--- config.mk ---
export PLATFORM = sky130hd
export DESIGN_NAME = ram2_port_master_flat
export DESIGN_NICKNAME = d
export VERILOG_FILES = /design/src/rtl/ram2_port_master_if.sv /design/src/rtl/ram2_port_master.sv /design/src/flat_wrapper.sv
export SDC_FILE = /design/constraint.sdc
export NUM_CORES = 1
export LEC_CHECK = 0
export ABC_AREA = 1
export CORE_AREA = 2 2 93 95
export DETAILED_ROUTE_END_ITERATION = 6
export DIE_AREA = 0 0 95 97
export HOLD_SLACK_MARGIN = 0.03
export SLEW_MARGIN = 20
export SYNTH_ARGS = -nofsm -noshare
export SYNTH_HDL_FRONTEND = slang
export SYNTH_SLANG_ARGS = --single-unit
--- constraint.sdc ---
create_clock -name clk -period 3.25 [get_ports clk]
set_clock_uncertainty 0.1 [all_clocks]
set_input_delay 0.65 -clock clk [delete_from_list [all_inputs] [get_ports clk]]
set_output_delay 0.65 -clock clk [all_outputs]
set_load 0.01 [all_outputs]
--- src/rtl/ram2_port_master_if.sv ---
// Client-side bus of ram2_port_master: command, write-data and read-data streams.
// The master modport is the client; the slave modport is the RAM initiator.
interface ram2_port_master_if #(
  parameter int DATA_WIDTH    = 8,
  parameter int ADDRESS_WIDTH = 8
) ();
  logic                     cmd_valid;
  logic                     cmd_ready;
  logic                     cmd_write;
  logic [ADDRESS_WIDTH-1:0] cmd_addr;
  logic [ADDRESS_WIDTH-1:0] cmd_len;
  logic                     wdata_valid;
  logic                     wdata_ready;
  logic [DATA_WIDTH-1:0]    wdata;
  logic                     rdata_valid;
  logic                     rdata_ready;
  logic [DATA_WIDTH-1:0]    rdata;

  modport master (
    output cmd_valid, cmd_write, cmd_addr, cmd_len, wdata_valid, wdata, rdata_ready,
    input  cmd_ready, wdata_ready, rdata_valid, rdata
  );

  modport slave (
    input  cmd_valid, cmd_write, cmd_addr, cmd_len, wdata_valid, wdata, rdata_ready,
    output cmd_ready, wdata_ready, rdata_valid, rdata
  );
endinterface

--- src/rtl/ram2_port_master.sv ---
// Burst initiator for a single-port synchronous RAM with one-cycle read latency.
// Read data is parked in a 2-entry FIFO; issue is throttled by a credit count.
module ram2_port_master #(
  parameter int DATA_WIDTH    = 8,
  parameter int ADDRESS_WIDTH = 8,
  parameter int DEPTH         = 256
) (
  input  logic                     clk,
  input  logic                     rst_n,
  ram2_port_master_if.slave        client,
  output logic                     busy,
  output logic                     mem_wEn,
  output logic [ADDRESS_WIDTH-1:0] mem_addr,
  output logic [DATA_WIDTH-1:0]    mem_dataIn,
  input  logic [DATA_WIDTH-1:0]    mem_dataOut
);

  typedef enum logic [1:0] {
    ST_IDLE  = 2'd0,
    ST_WRITE = 2'd1,
    ST_READ  = 2'd2
  } state_t;

  localparam logic [ADDRESS_WIDTH-1:0] LAST_ADDR = ADDRESS_WIDTH'(DEPTH - 1);

  function automatic logic [ADDRESS_WIDTH-1:0] next_addr(input logic [ADDRESS_WIDTH-1:0] a);
    return (a == LAST_ADDR) ? '0 : a + ADDRESS_WIDTH'(1'b1);
  endfunction

  state_t                   state_r, state_nxt_s;
  logic [ADDRESS_WIDTH-1:0] cur_addr_r, cur_addr_nxt_s;
  logic [ADDRESS_WIDTH-1:0] remaining_r, remaining_nxt_s;
  logic                     inflight_r;
  logic [DATA_WIDTH-1:0]    fifo_mem_r [2];
  logic                     wr_ptr_r, rd_ptr_r;
  logic [1:0]               fifo_count_r;
  logic                     issue_s, push_s, pop_s, rvalid_s, credit_s;
  logic                     cmd_ready_s, wdata_ready_s, mem_wen_s;
  logic [2:0]               occupancy_s;

  assign rvalid_s    = (fifo_count_r != 2'd0);
  assign pop_s       = rvalid_s && client.rdata_ready;
  assign push_s      = inflight_r;
  // Words held plus the one in flight, less the one leaving this cycle, must stay below 2.
  assign occupancy_s = {1'b0, fifo_count_r} + {2'b00, inflight_r};
  assign credit_s    = ((occupancy_s - {2'b00, pop_s}) < 3'd2);

  // Next-state, address/length bookkeeping and RAM strobes.
  always_comb begin
    state_nxt_s     = state_r;
    cur_addr_nxt_s  = cur_addr_r;
    remaining_nxt_s = remaining_r;
    issue_s         = 1'b0;
    cmd_ready_s     = 1'b0;
    wdata_ready_s   = 1'b0;
    mem_wen_s       = 1'b0;
    case (state_r)
      ST_IDLE: begin
        cmd_ready_s = 1'b1;
        if (client.cmd_valid) begin
          cur_addr_nxt_s  = client.cmd_addr;
          remaining_nxt_s = client.cmd_len;
          state_nxt_s     = client.cmd_write ? ST_WRITE : ST_READ;
        end else begin
          state_nxt_s = ST_IDLE;
        end
      end
      ST_WRITE: begin
        wdata_ready_s = 1'b1;
        mem_wen_s     = client.wdata_valid;
        if (client.wdata_valid) begin
          cur_addr_nxt_s  = next_addr(cur_addr_r);
          remaining_nxt_s = remaining_r - ADDRESS_WIDTH'(1'b1);
          state_nxt_s     = (remaining_r == '0) ? ST_IDLE : ST_WRITE;
        end else begin
          state_nxt_s = ST_WRITE;
        end
      end
      ST_READ: begin
        if (credit_s) begin
          issue_s         = 1'b1;
          cur_addr_nxt_s  = next_addr(cur_addr_r);
          remaining_nxt_s = remaining_r - ADDRESS_WIDTH'(1'b1);
          state_nxt_s     = (remaining_r == '0) ? ST_IDLE : ST_READ;
        end else begin
          state_nxt_s = ST_READ;
        end
      end
      default: begin
        state_nxt_s = ST_IDLE;
      end
    endcase
  end

  // FSM state, burst counters and the one-deep read-in-flight flag.
  always_ff @(posedge clk or negedge rst_n) begin
    if (!rst_n) begin
      state_r     <= ST_IDLE;
      cur_addr_r  <= '0;
      remaining_r <= '0;
      inflight_r  <= 1'b0;
    end else begin
      state_r     <= state_nxt_s;
      cur_addr_r  <= cur_addr_nxt_s;
      remaining_r <= remaining_nxt_s;
      inflight_r  <= issue_s;
    end
  end

  // Read FIFO: capture RAM output the cycle after an issue, pop on consumer handshake.
  always_ff @(posedge clk or negedge rst_n) begin
    if (!rst_n) begin
      for (int i = 0; i < 2; i++) begin
        fifo_mem_r[i] <= '0;
      end
      wr_ptr_r     <= 1'b0;
      rd_ptr_r     <= 1'b0;
      fifo_count_r <= 2'd0;
    end else begin
      if (push_s) begin
        fifo_mem_r[wr_ptr_r] <= mem_dataOut;
        wr_ptr_r             <= ~wr_ptr_r;
      end
      if (pop_s) begin
        rd_ptr_r <= ~rd_ptr_r;
      end
      case ({push_s, pop_s})
        2'b10:   fifo_count_r <= fifo_count_r + 2'd1;
        2'b01:   fifo_count_r <= fifo_count_r - 2'd1;
        default: fifo_count_r <= fifo_count_r;
      endcase
    end
  end

  assign client.cmd_ready   = cmd_ready_s;
  assign client.wdata_ready = wdata_ready_s;
  assign client.rdata_valid = rvalid_s;
  assign client.rdata       = fifo_mem_r[rd_ptr_r];
  assign mem_wEn            = mem_wen_s;
  assign mem_addr           = cur_addr_r;
  assign mem_dataIn         = client.wdata;
  assign busy               = (state_r != ST_IDLE) || inflight_r || rvalid_s;

endmodule

--- src/flat_wrapper.sv ---
// flat-port wrapper written by rule: the top's interface ports become plain ports
module ram2_port_master_flat 
#(
  parameter int DATA_WIDTH    = 8,
  parameter int ADDRESS_WIDTH = 8,
  parameter int DEPTH         = 256
)
  (clk, rst_n, busy, mem_wEn, mem_addr, mem_dataIn, mem_dataOut, client_cmd_valid, client_cmd_write, client_cmd_addr, client_cmd_len, client_wdata_valid, client_wdata, client_rdata_ready, client_cmd_ready, client_wdata_ready, client_rdata_valid, client_rdata);
  ram2_port_master_if #(.DATA_WIDTH(DATA_WIDTH), .ADDRESS_WIDTH(ADDRESS_WIDTH)) client_i ();
  input  logic clk;
  input  logic rst_n;
  output logic busy;
  output logic mem_wEn;
  output logic [ADDRESS_WIDTH-1:0] mem_addr;
  output logic [DATA_WIDTH-1:0] mem_dataIn;
  input  logic [DATA_WIDTH-1:0] mem_dataOut;
  input wire logic [$bits(client_i.cmd_valid)-1:0] client_cmd_valid;
  input wire logic [$bits(client_i.cmd_write)-1:0] client_cmd_write;
  input wire logic [$bits(client_i.cmd_addr)-1:0] client_cmd_addr;
  input wire logic [$bits(client_i.cmd_len)-1:0] client_cmd_len;
  input wire logic [$bits(client_i.wdata_valid)-1:0] client_wdata_valid;
  input wire logic [$bits(client_i.wdata)-1:0] client_wdata;
  input wire logic [$bits(client_i.rdata_ready)-1:0] client_rdata_ready;
  output wire logic [$bits(client_i.cmd_ready)-1:0] client_cmd_ready;
  output wire logic [$bits(client_i.wdata_ready)-1:0] client_wdata_ready;
  output wire logic [$bits(client_i.rdata_valid)-1:0] client_rdata_valid;
  output wire logic [$bits(client_i.rdata)-1:0] client_rdata;
  assign client_i.cmd_valid = client_cmd_valid;
  assign client_i.cmd_write = client_cmd_write;
  assign client_i.cmd_addr = client_cmd_addr;
  assign client_i.cmd_len = client_cmd_len;
  assign client_i.wdata_valid = client_wdata_valid;
  assign client_i.wdata = client_wdata;
  assign client_i.rdata_ready = client_rdata_ready;
  assign client_cmd_ready = client_i.cmd_ready;
  assign client_wdata_ready = client_i.wdata_ready;
  assign client_rdata_valid = client_i.rdata_valid;
  assign client_rdata = client_i.rdata;
  ram2_port_master #(.DATA_WIDTH(DATA_WIDTH), .ADDRESS_WIDTH(ADDRESS_WIDTH), .DEPTH(DEPTH)) u_core (.clk(clk), .rst_n(rst_n), .client(client_i), .busy(busy), .mem_wEn(mem_wEn), .mem_addr(mem_addr), .mem_dataIn(mem_dataIn), .mem_dataOut(mem_dataOut));
endmodule
# Yosys cells after proc, flatten, opt, wreduce, memory -nomap -nowiden
# Cells that the tools add are included.
# W data, S select, Z words.
[totals] register_bits=39 latchBits=0 mem_bits_rw=0 romBits=0 in_bits=38 output_inout_bits=29 elab_cells=70 memories=0
[classes] n_addsub=6 multipliers=0 div_mod_pow=0 n_lt_le_gt_ge=4 eq_ne=8 shift=0 n_mux=28 bitwise=4 reduce_logical=11
[op_table] cell="$mux W8" n=11
[op_table] cell="$pmux W8 S3" n=2
[op_table] cell="$bwmux W16" n=1
[op_table] cell="$mux W2" n=5
[op_table] cell="$add A8 B1 Y8 const B" n=1
[op_table] cell="$demux W8 S1" n=1
[op_table] cell="$eq A8 B8 Y1 const B" n=1
[op_table] cell="$logic_not A8 Y1" n=1
[op_table] cell="$sub A8 B1 Y8 const B" n=1
[op_table] cell="$mux W1" n=6
[op_table] cell="$pmux W2 S3" n=1
[op_table] cell="$reduce_bool A2 Y1" n=3
[op_table] cell="$eq A2 B1 Y1 const B" n=2
[op_table] cell="$eq A2 B2 Y1 const B" n=2
[op_table] cell="$ge A2 B2 Y1 const B" n=2
[op_table] cell="$ne A2 B2 Y1 const B" n=2
[op_table] cell="$not A1 Y2" n=2
[op_table] cell="$pmux W2 S2" n=1
[op_table] cell="$reduce_and A4 Y1" n=1
[op_table] cell="$add A2 B1 Y3" n=1
[op_table] cell="$lt A3 B2 Y1 const B" n=1
[op_table] cell="$reduce_bool A3 Y1" n=1
[op_table] cell="$sub A3 B1 Y3" n=1
[op_table] cell="$add A2 B1 Y2 const B" n=1
[op_table] cell="7 further kinds" n=10

# Depth between registers and ports, before layout
[depth] word_depth=6 mapped_depth=17 ltp_nobuf=17

# Worst setup path after synthesis
# No wires, ideal clock.
[synth_path] path_kind="input to register" startpoint="input client_rdata_ready" endpoint="register u_core.remaining_r[4]" setup_time_ps=129 arrival_time_ps=2102 setup_slack_ps=919 path_stages=10 cell_sequence="nand2_2 > nor2_2 > inv_2 > nand2_2 > nand2_1 > fa_1 > nand3_4 > a21oi_4 > buf_6 > o21ai_0"
[synth_via] elab_chain_len=5
[synth_lines] item="start: declaration" line="flat_wrapper.sv:23" text="input wire logic [$bits(client_i.rdata_ready)-1:0] client_rdata_ready;"
[synth_lines] item="$logic_and A1 B1 Y1" line="ram2_port_master.sv:42" text="assign pop_s = rvalid_s && client.rdata_ready;"
[synth_lines] item="$sub A3 B1 Y3" line="ram2_port_master.sv:46" text="assign credit_s = ((occupancy_s - {2'b00, pop_s}) < 3'd2);"
[synth_lines] item="$lt A3 B2 Y1" line="ram2_port_master.sv:46"
[synth_lines] item="$ne A2 B1 Y1 (no line)"
[synth_lines] item="$reduce_and A4 Y1 (no line)"
[synth_lines] item="end signal: assignment" line="ram2_port_master.sv:105" text="remaining_r <= remaining_nxt_s;"
[synth_lines] item="end: declaration" line="ram2_port_master.sv:32" text="logic [ADDRESS_WIDTH-1:0] remaining_r, remaining_nxt_s;"
# Every way passes these cells.
# A chain may end at the register's enable or synchronous reset.

# Worst setup path in the final report
# Ends and elaborated chain as after synthesis.

==> reports/metrics.yaml <==
synth.avg_cell_area_sq_um: 7.43
synth.net_count: 367
grt_max_degree: 40
final.setup.tns_ns: 0
finalNonFillerCells: 468
p_leak_nw: 1.50
die_w_um: 95
rsz0062_at_grt: "no"
initial_core_util: 0.293
crit_arrival_ns: 2.85
synthDistinctLibCells: 30
synth_top_area_cell: "dfrtp_1"
cts_tree: "built"
synth.cell_area_sq_um: 2390
hold_class: "flop to flop"
worstReg2RegEnd: "u_core.remaining_r[4]$_DFFE_PN0P_"
antenna_found_initial: 0
yosys-top-cells-count: "nand2_1, dfrtp_1, inv_1"
via_count: 2047
cts_hold_buf: 0
ys_seq_area_frac: 0.409
async_reset_ff_frac: 1.00
setup_viol: 0
synth_edf_count: 0
pin_count: 67
grt_pass1_wl_um: 9140
final_core_util: 0.370
finalHoldViolations: 0
crit_path_cell_trace: "clkdlybuf4s50_1, nand2_2, nor2_2, inv_2, nand2_2, nand2_1, fa_1, nand3_4, a21oi_4, nand2_1, o21ai_0"
drtPass1Iterations: 4
clock_path_buffers: 2
critPathMaxStageDelay_ns: 0.57
holdWs_ns: 0.385
drc: 0
critPathKind: "input pin to flop"
wirelength_um: 5410
fin_area_sq_um: 3010
yosys-top-cells-area: "dfrtp_1, nand2_1, inv_1"
drive_above_1_share: 0.0909
min_from: "u_core.fifo_mem_r[14]$_DFFE_PN0P_"
dpl_worst_slack_ns: 0.184
status: "finished, final reports clean"
crit_family: "simple AND/OR/NAND/NOR gates"
start_kind: "input pin"
fmax_mhz: 365
h-tree-depth: 2
worstHoldEndpoint: "u_core.fifo_mem_r[14]$_DFFE_PN0P_"
overflow: 0
synth_ff_type: "dfrtp_1"
yosysMostFrequentCell: "nand2_1"
relSlewSlack: 0.394
slew_violations: 0
pwr_density_cell_nw_per_um2: 853
crit_required_ns: 3.36
cts_resized: 0
viasPerCell: 4.37
path_clk_slew_ns: 0.08
p_total_mw: 2.57
yosysWarnings: 0
ys_ff_latch: 39
cp_max_fo: 18
finalWorstSetupSlack_ns: 0.509
dp_cells: 460
slowest_stage: "fa_1"
placed_cell_area_sq_um: 2900
crit_buf_inv: 2
place_congestion: 0.771
reg2reg_setup_slack_ns: 0.74
finalCritPeriodShare: 0.843
nFillCells: 878
dieArea_sq_um: 9220
reg2reg_depth: 12
syn_to_final_growth_pct: 26.1
core_area_sq_um: 8130
max-vdd-ir-drop_mv: 0.367
drv_cap: 0
clk_root_buffer_cell: "clkbuf_8"
post_cts_buffers: 0
synth_cells: 321
synth_top_area_frac: 0.409
worstMarginPinSlew_ns: 0.909
track_usage: 0.124
numPortBuffers: 50
grt_pass1_vias: 1965
fin_crit_ns: 2.74
antenna_cells: 0
nets: 408
rows: 33
cp-end-kind: "flop"
routedWlPerCell_um: 11.6
dp_hpwl_um: 3830
insertion_delay_ns: 0.29
die_y_um: 97
drtIter0Drc: 78
clock_sinks: 39
hold_depth: 2
cts_buffers: 5
antenna_left: 0
r2r_start: "u_core.fifo_count_r[1]$_DFFE_PN0N_"
final cells by class:
class / count / area, sq um / share of cell area
multi-input cells: 227 / 1150 / 0.381
repair buffers: 50 / 495 / 0.165
well taps: 105 / 131 / 0.0437
flip-flops and latches: 39 / 976 / 0.324
clock inverters: 3 / 43.8 / 0.0146
inverters: 39 / 146 / 0.0487
clock buffers: 5 / 68.8 / 0.0229
tightest hold or removal path: stages, from the launching register on:
cell,delay [ns]
dfrtp_1,0.35
nand2_1,0.06
o21ai_2,0.05
kinds of logic (layout without fill, tap and decap cells):
logic type,after synthesis,count (layout),synth area share
fa+ha+maj,8,8,0.0451
buf+inv,55,97,0.111
mux,2,2,0.00839
xor+xnor,5,5,0.0184
flops,39,39,0.409
compound gates,42,42,0.110
simple gates,170,170,0.298
cells in the final DEF, fill, tap and decap left out, types with 2 or more instances in the layout:
cell type / synthesis / final
dfrtp_1: 39 / 39
clkbuf_8: 0 / 5
nand3_1: 18 / 18
nor2_1: 16 / 16
ha_1: 7 / 7
a21oi_1: 2 / 2
mux2i_1: 2 / 2
xor2_1: 5 / 5
nand2_1: 123 / 123
o21ai_1: 3 / 3
inv_1: 34 / 34
o21ai_0: 25 / 25
o21ai_2: 9 / 9
inv_2: 4 / 4
clkdlybuf4s50_1: 0 / 49
nand2_2: 5 / 5
nand3b_1: 2 / 2
power breakdown:
group          leakage (nW)  switching, mW  internal [mW]  total, mW
sequential            0.425          0.144          0.634      0.778
combinational          1.02          0.787          0.589       1.38
clock                0.0581          0.184          0.229      0.413
total                  1.50           1.11           1.45       2.57
routing by layer:
metal / track usage / wire [um] / part of all wire
met2: 0.191 / 2390 / 0.44
met1: 0.170 / 2670 / 0.49
met5: 0 / 0 / 0
met4: 0.0223 / 26 / 0.0048
met3: 0.0428 / 325 / 0.060
worst max path at each step:
stage	from	cells after the start	end	slack, ns
after floorplan	client_rdata_ready	10	u_core.remaining_r[4]$_DFFE_PN0P_	0.92
after global placement	client_rdata_ready	10	u_core.mem_addr[6]$_DFFE_PN0P_	0.26
after detailed placement	client_rdata_ready	10	u_core.remaining_r[4]$_DFFE_PN0P_	0.18
after CTS	client_rdata_ready	10	u_core.mem_addr[0]$_DFFE_PN0P_	0.48
after global routing	client_rdata_ready	13	u_core.mem_addr[0]$_DFFE_PN0P_	0.34
final	client_rdata_ready	11	u_core.remaining_r[4]$_DFFE_PN0P_	0.51
state kept, by name, summed over array words and instances, names as in the netlist:
name and count:
u_core.state_r 2, u_core.remaining_r 8, u_core.rd_ptr_r 1, u_core.mem_addr 8, u_core.fifo_count_r 2, u_core.wr_ptr_r 1
u_core.inflight_r 1, u_core.fifo_mem_r 16
No activity file was read; power rests on OpenSTA's default activity.
